===== src/rtl/fdiv_issue_pkg.sv =====
// Shared FP-unit definitions for the fdiv issue/writeback front end.
//   FP_W    : IEEE single operand/result width
//   state_e : issue FSM state (idle, divider running, result held for writeback)
package fdiv_issue_pkg;

    localparam int unsigned FP_W = 32;

    typedef enum logic [1:0] {
        StIdle = 2'd0,
        StRun  = 2'd1,
        StHold = 2'd2
    } state_e;

endpackage


===== src/rtl/fdiv_issue_if.sv =====
// Bus bundle between the FP decode stage, the fdiv core and the register-file writeback port.
//   req_* : request channel from decode (valid/ready)
//   div_* : launch/result signals to and from the fdiv core
//   wb_*  : writeback channel to the register file (valid/ready)
// Modport slave is the issue unit's view; master is the view of everything around it.
interface fdiv_issue_if
    import fdiv_issue_pkg::*;
#(
    parameter int unsigned TAG_W = 6
) ();

    logic             req_valid;
    logic             req_ready;
    logic [FP_W-1:0]  req_x1;
    logic [FP_W-1:0]  req_x2;
    logic [TAG_W-1:0] req_tag;

    logic             div_start;
    logic [FP_W-1:0]  div_x1;
    logic [FP_W-1:0]  div_x2;
    logic [FP_W-1:0]  div_y;
    logic             div_ovf;
    logic             div_valid;

    logic             wb_valid;
    logic             wb_ready;
    logic [FP_W-1:0]  wb_data;
    logic [TAG_W-1:0] wb_tag;
    logic             wb_ovf;

    modport slave (
        input  req_valid, req_x1, req_x2, req_tag,
        output req_ready,
        output div_start, div_x1, div_x2,
        input  div_y, div_ovf, div_valid,
        output wb_valid, wb_data, wb_tag, wb_ovf,
        input  wb_ready
    );

    modport master (
        output req_valid, req_x1, req_x2, req_tag,
        input  req_ready,
        input  div_start, div_x1, div_x2,
        output div_y, div_ovf, div_valid,
        input  wb_valid, wb_data, wb_tag, wb_ovf,
        output wb_ready
    );

endinterface


===== src/rtl/fdiv_issue_req_fifo.sv =====
// fdiv_req_fifo: small synchronous request FIFO.
//   clk, rstn    : clock, asynchronous active-low reset (empties the FIFO)
//   push, wdata  : write strobe and data; ignored while full
//   pop          : read strobe; ignored while empty
//   rdata        : current head entry (valid when !empty)
//   full, empty  : occupancy flags
// DEPTH must be a power of two >= 2 so the pointers wrap by plain overflow.
module fdiv_req_fifo #(
    parameter int unsigned DEPTH = 2,
    parameter int unsigned WIDTH = 8
) (
    input  logic             clk,
    input  logic             rstn,
    input  logic             push,
    input  logic [WIDTH-1:0] wdata,
    input  logic             pop,
    output logic [WIDTH-1:0] rdata,
    output logic             full,
    output logic             empty
);

    localparam int unsigned PTR_W = $clog2(DEPTH);
    localparam int unsigned CNT_W = PTR_W + 1;

    logic [WIDTH-1:0] mem_q [DEPTH];
    logic [PTR_W-1:0] wr_ptr_q, rd_ptr_q;
    logic [CNT_W-1:0] cnt_q;
    logic             do_push, do_pop;

    assign full    = (cnt_q == CNT_W'(DEPTH));
    assign empty   = (cnt_q == '0);
    assign do_push = push && !full;
    assign do_pop  = pop && !empty;
    assign rdata   = mem_q[rd_ptr_q];

    always_ff @(posedge clk or negedge rstn) begin
        if (!rstn) begin
            wr_ptr_q <= '0;
            rd_ptr_q <= '0;
            cnt_q    <= '0;
        end else begin
            if (do_push) wr_ptr_q <= wr_ptr_q + 1'b1;
            if (do_pop)  rd_ptr_q <= rd_ptr_q + 1'b1;
            case ({do_push, do_pop})
                2'b10:   cnt_q <= cnt_q + 1'b1;
                2'b01:   cnt_q <= cnt_q - 1'b1;
                default: cnt_q <= cnt_q;
            endcase
        end
    end

    // Storage needs no reset: entries are only read behind a non-zero count.
    always_ff @(posedge clk) begin
        if (do_push) mem_q[wr_ptr_q] <= wdata;
    end

endmodule


===== src/rtl/fdiv_issue.sv =====
// fdiv_issue: issue/writeback front end for the multi-cycle FP divider.
//   clk, rstn  : clock, asynchronous active-low reset (drops queued and in-flight work)
//   bus        : request, divider and writeback channels (fdiv_issue_if.slave)
//   ovf_sticky : accumulated overflow for the FP status register
//   ovf_clr    : clears ovf_sticky (a simultaneous overflow capture wins)
//   busy       : requests queued or a divide/writeback in progress
// Only one divide is ever outstanding, so results return in request order.
module fdiv_issue
    import fdiv_issue_pkg::*;
#(
    parameter int unsigned TAG_W = 6,
    parameter int unsigned DEPTH = 2
) (
    input  logic         clk,
    input  logic         rstn,
    fdiv_issue_if.slave  bus,
    output logic         ovf_sticky,
    input  logic         ovf_clr,
    output logic         busy
);

    localparam int unsigned REQ_W = 2 * FP_W + TAG_W;

    state_e state_q, state_d;

    logic             start_q, start_d;
    logic [FP_W-1:0]  x1_q, x1_d, x2_q, x2_d;
    logic [TAG_W-1:0] itag_q, itag_d;
    logic             wb_valid_q, wb_valid_d;
    logic [FP_W-1:0]  wb_data_q, wb_data_d;
    logic [TAG_W-1:0] wb_tag_q, wb_tag_d;
    logic             wb_ovf_q, wb_ovf_d;
    logic             sticky_q, sticky_d;

    logic [REQ_W-1:0] head;
    logic [FP_W-1:0]  head_x1, head_x2;
    logic [TAG_W-1:0] head_tag;
    logic             fifo_full, fifo_empty;
    logic             launch, capture;

    fdiv_req_fifo #(
        .DEPTH (DEPTH),
        .WIDTH (REQ_W)
    ) u_fifo (
        .clk   (clk),
        .rstn  (rstn),
        .push  (bus.req_valid),
        .wdata ({bus.req_x1, bus.req_x2, bus.req_tag}),
        .pop   (launch),
        .rdata (head),
        .full  (fifo_full),
        .empty (fifo_empty)
    );

    assign {head_x1, head_x2, head_tag} = head;

    // A new divide may only start once the previous result has left the unit;
    // restarting fdiv while it runs would silently discard the pending result.
    assign launch  = !fifo_empty &&
                     ((state_q == StIdle) || ((state_q == StHold) && bus.wb_ready));
    // Stale valids from an fdiv that kept running across a reset are ignored.
    assign capture = (state_q == StRun) && bus.div_valid;

    always_comb begin
        state_d    = state_q;
        start_d    = 1'b0;
        x1_d       = x1_q;
        x2_d       = x2_q;
        itag_d     = itag_q;
        wb_valid_d = wb_valid_q;
        wb_data_d  = wb_data_q;
        wb_tag_d   = wb_tag_q;
        wb_ovf_d   = wb_ovf_q;
        sticky_d   = sticky_q;

        unique case (state_q)
            StIdle: begin
                if (launch) state_d = StRun;
            end
            StRun: begin
                if (capture) begin
                    wb_valid_d = 1'b1;
                    wb_data_d  = bus.div_y;
                    wb_ovf_d   = bus.div_ovf;
                    wb_tag_d   = itag_q;
                    state_d    = StHold;
                end
            end
            StHold: begin
                if (bus.wb_ready) begin
                    wb_valid_d = 1'b0;
                    state_d    = launch ? StRun : StIdle;
                end
            end
            default: state_d = StIdle;
        endcase

        if (launch) begin
            start_d = 1'b1;
            x1_d    = head_x1;
            x2_d    = head_x2;
            itag_d  = head_tag;
        end

        if (ovf_clr) sticky_d = 1'b0;
        if (capture && bus.div_ovf) sticky_d = 1'b1;
    end

    always_ff @(posedge clk or negedge rstn) begin
        if (!rstn) begin
            state_q    <= StIdle;
            start_q    <= 1'b0;
            x1_q       <= '0;
            x2_q       <= '0;
            itag_q     <= '0;
            wb_valid_q <= 1'b0;
            wb_data_q  <= '0;
            wb_tag_q   <= '0;
            wb_ovf_q   <= 1'b0;
            sticky_q   <= 1'b0;
        end else begin
            state_q    <= state_d;
            start_q    <= start_d;
            x1_q       <= x1_d;
            x2_q       <= x2_d;
            itag_q     <= itag_d;
            wb_valid_q <= wb_valid_d;
            wb_data_q  <= wb_data_d;
            wb_tag_q   <= wb_tag_d;
            wb_ovf_q   <= wb_ovf_d;
            sticky_q   <= sticky_d;
        end
    end

    assign bus.req_ready = !fifo_full;
    assign bus.div_start = start_q;
    assign bus.div_x1    = x1_q;
    assign bus.div_x2    = x2_q;
    assign bus.wb_valid  = wb_valid_q;
    assign bus.wb_data   = wb_data_q;
    assign bus.wb_tag    = wb_tag_q;
    assign bus.wb_ovf    = wb_ovf_q;
    assign ovf_sticky    = sticky_q;
    assign busy          = !fifo_empty || (state_q != StIdle);

endmodule

===== src/flat_wrapper.sv =====
// flat-port wrapper written by rule: the top's interface ports become plain ports
module fdiv_issue_flat import fdiv_issue_pkg::*;
#(
    parameter int unsigned TAG_W = 6,
    parameter int unsigned DEPTH = 2
)
  (clk, rstn, ovf_sticky, ovf_clr, busy, bus_req_valid, bus_req_x1, bus_req_x2, bus_req_tag, bus_req_ready, bus_div_start, bus_div_x1, bus_div_x2, bus_div_y, bus_div_ovf, bus_div_valid, bus_wb_valid, bus_wb_data, bus_wb_tag, bus_wb_ovf, bus_wb_ready);
  fdiv_issue_if #(.TAG_W(TAG_W)) bus_i ();
  input  logic clk;
  input  logic rstn;
  output logic ovf_sticky;
  input  logic ovf_clr;
  output logic busy;
  input wire logic [$bits(bus_i.req_valid)-1:0] bus_req_valid;
  input wire logic [$bits(bus_i.req_x1)-1:0] bus_req_x1;
  input wire logic [$bits(bus_i.req_x2)-1:0] bus_req_x2;
  input wire logic [$bits(bus_i.req_tag)-1:0] bus_req_tag;
  output wire logic [$bits(bus_i.req_ready)-1:0] bus_req_ready;
  output wire logic [$bits(bus_i.div_start)-1:0] bus_div_start;
  output wire logic [$bits(bus_i.div_x1)-1:0] bus_div_x1;
  output wire logic [$bits(bus_i.div_x2)-1:0] bus_div_x2;
  input wire logic [$bits(bus_i.div_y)-1:0] bus_div_y;
  input wire logic [$bits(bus_i.div_ovf)-1:0] bus_div_ovf;
  input wire logic [$bits(bus_i.div_valid)-1:0] bus_div_valid;
  output wire logic [$bits(bus_i.wb_valid)-1:0] bus_wb_valid;
  output wire logic [$bits(bus_i.wb_data)-1:0] bus_wb_data;
  output wire logic [$bits(bus_i.wb_tag)-1:0] bus_wb_tag;
  output wire logic [$bits(bus_i.wb_ovf)-1:0] bus_wb_ovf;
  input wire logic [$bits(bus_i.wb_ready)-1:0] bus_wb_ready;
  assign bus_i.req_valid = bus_req_valid;
  assign bus_i.req_x1 = bus_req_x1;
  assign bus_i.req_x2 = bus_req_x2;
  assign bus_i.req_tag = bus_req_tag;
  assign bus_req_ready = bus_i.req_ready;
  assign bus_div_start = bus_i.div_start;
  assign bus_div_x1 = bus_i.div_x1;
  assign bus_div_x2 = bus_i.div_x2;
  assign bus_i.div_y = bus_div_y;
  assign bus_i.div_ovf = bus_div_ovf;
  assign bus_i.div_valid = bus_div_valid;
  assign bus_wb_valid = bus_i.wb_valid;
  assign bus_wb_data = bus_i.wb_data;
  assign bus_wb_tag = bus_i.wb_tag;
  assign bus_wb_ovf = bus_i.wb_ovf;
  assign bus_i.wb_ready = bus_wb_ready;
  fdiv_issue #(.TAG_W(TAG_W), .DEPTH(DEPTH)) u_core (.clk(clk), .rstn(rstn), .bus(bus_i), .ovf_sticky(ovf_sticky), .ovf_clr(ovf_clr), .busy(busy));
endmodule

===== config.mk =====
export PLATFORM = sky130hd
export DESIGN_NAME = fdiv_issue_flat
export DESIGN_NICKNAME = d
export VERILOG_FILES = /design/src/rtl/fdiv_issue_pkg.sv /design/src/rtl/fdiv_issue_if.sv /design/src/rtl/fdiv_issue_req_fifo.sv /design/src/rtl/fdiv_issue.sv /design/src/flat_wrapper.sv
export SDC_FILE = /design/constraint.sdc
export NUM_CORES = 1
export LEC_CHECK = 0
export CAP_MARGIN = 20
export CORE_MARGIN = 2
export CORE_UTILIZATION = 45
export CTS_BUF_LIST = sky130_fd_sc_hd__clkbuf_8
export DETAILED_ROUTE_END_ITERATION = 8
export PLACE_DENSITY = 0.85
export SLEW_MARGIN = 40
export SYNTH_ARGS = -nofsm -noshare
export SYNTH_HDL_FRONTEND = slang
export SYNTH_SLANG_ARGS = --single-unit
export TNS_END_PERCENT = 20

===== constraint.sdc =====
create_clock -name clk -period 4.3 [get_ports clk]
set_clock_uncertainty 0.05 [all_clocks]
set_input_delay 0.43 -clock clk [delete_from_list [all_inputs] [get_ports clk]]
set_output_delay 0.43 -clock clk [all_outputs]
set_load 0.01 [all_outputs]

# Word level (Yosys, flattened, before mapping)
# Memories as Yosys holds them, arrays and structs flattened. A register that Yosys moved wholly into a read port is not among the register bits.
# Cells that the tools add are included.
# op_classes
reduce_logical	20
mux	14
add_sub_neg	4
n_eq_ne	8
# ops
op	n
2-to-1 mux 1 bit	8
nonzero test 2 bit	4
equality test 2 bit, second input constant	3
logical AND 1 bit	6
2-to-1 mux 2 bit	3
one-hot mux 2 bit (3 select lines)	1
AND reduction 3 bit	2
equality test 2 x 1 -> 1 bit, second input constant	2
zero test 2 bit	2
!= test 2 x 1 -> 1 bit, second input constant	2
one-hot mux 2 bit (2 select lines)	1
zero test 1 bit	3
adder 1 bit, second input constant	2
adder 2 x 1 -> 2 bit, second input constant	1
logical OR 1 bit	2
!= test 2 bit, second input constant	1
one-hot mux 1 bit (2 select lines)	1
AND reduction 2 bit	1
subtractor 2 x 1 -> 2 bit, second input constant	1
# word_totals
memories	1
input_bits	109
output_inout_bits	108
reg_bits	48
mem_bits_rw	140
# memory_table
name	depth	word_bits	read_ports	rd_ports_with_merged_regs	write_ports	line_no	rtl
u_core.u_fifo.mem_q	2	70	1	1	1	fdiv_issue_req_fifo.sv:25	logic [WIDTH-1:0] mem_q [DEPTH];

# Logic depth before layout (Yosys ltp)
# depth
ltp_word	7
depth_mapped	8

# By module
# A second synthesis with hierarchy kept.
# hier_totals
hier_cells	490
hier_area_um2	10209.8
# by_module_without_submodules
mod	instances	area_each_um2	cells_per_inst	seq_area_each_um2
fdiv_req_fifo	1	5599.1	236	4304.1
fdiv_issue	1	4610.7	254	2852.7

# Least setup slack after synthesis
# OpenSTA, ideal clock, no wires.
# synth_timing
path_type	register to register
startpoint	register u_core.u_fifo.cnt_q[0]
endpoint	memory u_core.u_fifo.mem_q[0][0] in the netlist's numbering, enable pin
arrival_ns	3.637
path_slack_ns	0.114
stages_incl_launch_ff	4
required_time_ns	3.752
cell_sequence	dfrtp_1 nand2b_1 nand2_1 nor2_1
# synth_via
elab_chain_len	5
# synth_lines
element	line_no	rtl
start, declared	fdiv_issue_req_fifo.sv:27	logic [CNT_W-1:0] cnt_q;
start signal, assigned	fdiv_issue_req_fifo.sv:45	2'b10: cnt_q <= cnt_q + 1'b1;
start signal, assigned	fdiv_issue_req_fifo.sv:46	2'b01: cnt_q <= cnt_q - 1'b1;
start signal, assigned	fdiv_issue_req_fifo.sv:47	default: cnt_q <= cnt_q;
equality test 2 bit	fdiv_issue_req_fifo.sv:30	assign full = (cnt_q == CNT_W'(DEPTH));
zero test 1 bit	n/a	
named net bus_req_ready	flat_wrapper.sv:18	output wire logic [$bits(bus_i.req_ready)-1:0] bus_req_ready;
logical AND 1 bit	fdiv_issue_req_fifo.sv:32	assign do_push = push && !full;
2-to-1 mux 1 bit	fdiv_issue_req_fifo.sv:54	if (do_push) mem_q[wr_ptr_q] <= wdata;
2-to-1 mux 1 bit (not written as such)	fdiv_issue_req_fifo.sv:54	
end, declared	fdiv_issue_req_fifo.sv:25	
# The timed path passes the listed nets, and every way through them passes these cells.

# Worst setup path after layout
# layout_timing
startpoint	register u_core.u_fifo.cnt_q[0]
endpoint	output port busy
# layout_via
elab_chain_len	3
# layout_lines
element	line_no	rtl
zero test 2 bit	fdiv_issue_req_fifo.sv:31	assign empty = (cnt_q == '0);
zero test 1 bit	fdiv_issue.sv:144	assign busy = !fifo_empty || (state_q != StIdle);
logical OR 1 bit	fdiv_issue.sv:144	
end, declared	flat_wrapper.sv:13	output logic busy;
# Every way passes these cells.

==> flow_summary_export.csv <==
group,metric,value,unit
grt,grt_overflow_total,0,
synth,netlist_area,9850,um^2
floorplan,start_util,0.456,
setup_path,r2r-end,"u_core.u_fifo.cnt_q[1]$_DFFE_PN0P_",
synth,synth_edf_count,140,
layout,nNetsFinal,842,
grt,grt_antenna_before_repair,0,
synth,ys_ff_latch,258,
setup_path,critPathKind,"reg2out",
layout,area_growth,33.5,%
synth,synth_area_leaders,"edfxtp_1 43%, dfrtp_1 30%, mux2_2 12%",
power,p_per_area,763,nW/um^2
power,power_frac_clock,0.207,
placed_design,dp_hpwl,12000,um
grt,grt_max_degree,75,
cts,ctsResizeCount,0,
grt,grt_first_pass_wirelength,30200,um
power,p_sw_frac,0.284,
cts,clockRootBuffer,"clkbuf_8",
synth,synthTopCellsByCount,"140 x edfxtp_1, 118 x dfrtp_1, 103 x mux2_2, 76 x mux2_4, 7 x nor2_1",
setup_path,arrival,1820,ps
routing,num_vias,5077,
synth,synthArstFlopShare,0.457,
routing,wl_met2,9650,um
synth,synth_top_area_share,0.427,
synth,synth_area_per_cell,20.3,um^2
routing,wl_per_cell,18.1,um
setup_path,r2r_cells,6,
floorplan,ios,217,
placed_design,placed_cells_incl_taps,967,
cts,htree_levels,2,
sta,max_freq,435,MHz
layout,antenna-diode-count,0,
run_status,status,"finished clean",
sta,setup_viol,0,
power,pwr-share-comb,0.391,
power,finalPower,10000,uW
synth,synth.distinct_cells,26,
routing,drc,0,
layout,utilization,0.608,
routing,final_antenna_net_count,0,
cts,cts.sinks,258,
synth,syn_nets,595,
routing,vias_per_cell,4.86,
floorplan,die_x,152,um
cts,path_clk_slew,60,ps
routing,dr.pass1.iters,4,
cts,insertion_delay,510,ps
setup_path,reg2reg_from,"u_core.state_q[1]$_DFFE_PN0P_",
routing,met3_length,1150,um
sta,fin_crit,2300,ps
sta,final_hold_viol_count,0,
setup_path,critPathRequiredTime,3820,ps
setup_path,ff2ff_setup_slack,2140,ps
floorplan,row_count,54,
setup_path,crit_start,"u_core.u_fifo.cnt_q[0]$_DFFE_PN0P_",
sta,timing.final.crit_share,0.535,
setup_path,cp_max_fo,4,
job,cap_violations,0,
setup_path,end_kind,"primary output",
synth,synthFlopType,"edfxtp_1",
sta,slew_violations,0,
routing,topRoutingLayerUsed,"met4",
synth,syn_inst,485,
cts,cts_max_path_buffers,3,
power,power_leakage,0.00519,uW
cts,cts-buffers-inserted,42,
sta,setup_tns,0,ps
floorplan,die_y,152,um
grt,grt_usage,0.163,
synth,synth_top_cell_by_area,"edfxtp_1",
layout,layout-drive-gt1-share,0.333,
cts,cts_tree,"done",
routing,routed_wl,19000,um
power,internal-power,7180,uW
power,pwr-share-seq,0.402,
power,switching_power,2850,uW
power,peakVddDrop,399,uV
placed_design,place.gp.congestion,0.718,
hold_path,min_path_type,"in2async",
synth,synth-seq-area-share,0.727,
sta,rsz0062_at_grt,"false",
sta,worst_slew_pin_slew,738,ps
routing,wl_met1,7820,um
synth,ys.warnings.count,0,
layout,fin_cells,1045,
routing,drtIter0Drc,204,
floorplan,dieArea,23100,um^2
setup_path,crit_path_start_kind,"flop",
placed_design,io_buffers,216,
sta,slew_headroom,0.508,
synth,synth_most_common_cell,"edfxtp_1",
floorplan,core_area,21600,um^2
grt,grt_pass1_vias,5666,
## per-layer routing
metal / GRT usage / up-vias
met5: 0 / -
met4: 0.0525 / 0
met3: 0.0465 / 35
met2: 0.280 / 172
met1: 0.200 / 2565
li1: - / 2305
## area by class of cell
class,count,area (um^2)
Fill cell,1585,8470
Sequential cell,258,7160
Multi-Input combinational cell,206,2500
Timing Repair Buffer,223,2280
Clock buffer,52,716
Tap cell,280,350
Clock inverter,25,133
Inverter,1,3.75
## flip-flops by register name, summed over array words and instances, names as in the netlist
signal	cells
u_core.bus.div_x1	32
u_core.bus.div_start	1
u_core.bus.wb_valid	1
u_core.u_fifo.rd_ptr_q	1
u_core.u_fifo.mem_q	140
u_core.itag_q	6
u_core.bus.wb_tag	6
u_core.bus.wb_ovf	1
u_core.bus.wb_data	32
u_core.ovf_sticky	1
u_core.u_fifo.cnt_q	2
u_core.u_fifo.wr_ptr_q	1
u_core.bus.div_x2	32
u_core.state_q	2
## cells by family after synthesis
| group | share of synthesized area |
|---|---|
| AND/OR/NAND/NOR | 0.00927 |
| XOR/XNOR | 0.00445 |
| flip-flops | 0.727 |
| buffers and inverters | 0.0220 |
| AO/OA/AOI/OAI | 0.00279 |
| adder cells (fa/ha/maj) | 0.00127 |
| multiplexers | 0.234 |
## stage by stage
stage	cell area [um^2]	hold WS [ps]	setup slack (ps)
floorplan	9850	84.4	114
global placement	12200	421	1800
detailed placement	12300	434	1750
CTS	13100	399	1950
global route	13100	418	1910
finish	13100	432	2000
## how the worst max path moves through the flow
stage                                                to  slack [ps]  cells after the start
finish                                             busy        2000                      3
global route                                       busy        1910                      3
CTS                                                busy        1950                      3
detailed placement   u_core.u_fifo.cnt_q[1]$_DFFE_PN0P_        1750                      7
global placement     u_core.u_fifo.cnt_q[1]$_DFFE_PN0P_        1800                      7
floorplan           u_core.u_fifo.mem_q[0][0]$_DFFE_PP_         110                      3
## placed cells by master, fill, tap and decap left out, types with 2 or more instances in the layout
| cell type | count |
|---|---|
| xor2_1 | 2 |
| clkdlybuf4s50_1 | 215 |
| edfxtp_1 | 140 |
| mux2_4 | 76 |
| dfrtp_1 | 117 |
| mux2_2 | 103 |
| nand2_1 | 3 |
| buf_12 | 5 |
| clkbuf_8 | 52 |
| xnor2_1 | 3 |
| nor2_1 | 6 |
| clkinv_2 | 7 |
| inv_1 | 16 |
## repair_timing
item | CTS | global route
buffers inserted | 0 | 0
hold buffers | 1 | 0
endpoints found under the hold margin | 46 | 0
## power groups by stage
| stage | sequential [uW] | clock, uW | combinational [uW] |
|---|---|---|---|
| floorplan | 4210 | 0 | 2300 |
| global placement | 4150 | 0 | 3710 |
| detailed placement | 4080 | 0 | 3970 |
| CTS | 4050 | 2150 | 3980 |
| global route | 4150 | 2250 | 4160 |
| finish | 4040 | 2070 | 3920 |
## worst max-delay path, stage by stage (launching register included)
cell             delay (ps)
dfrtp_1                 430
nor2_1                  270
nand2_1                 110
clkdlybuf4s50_1         500
Note: power is estimated with default switching activity, not from simulation.
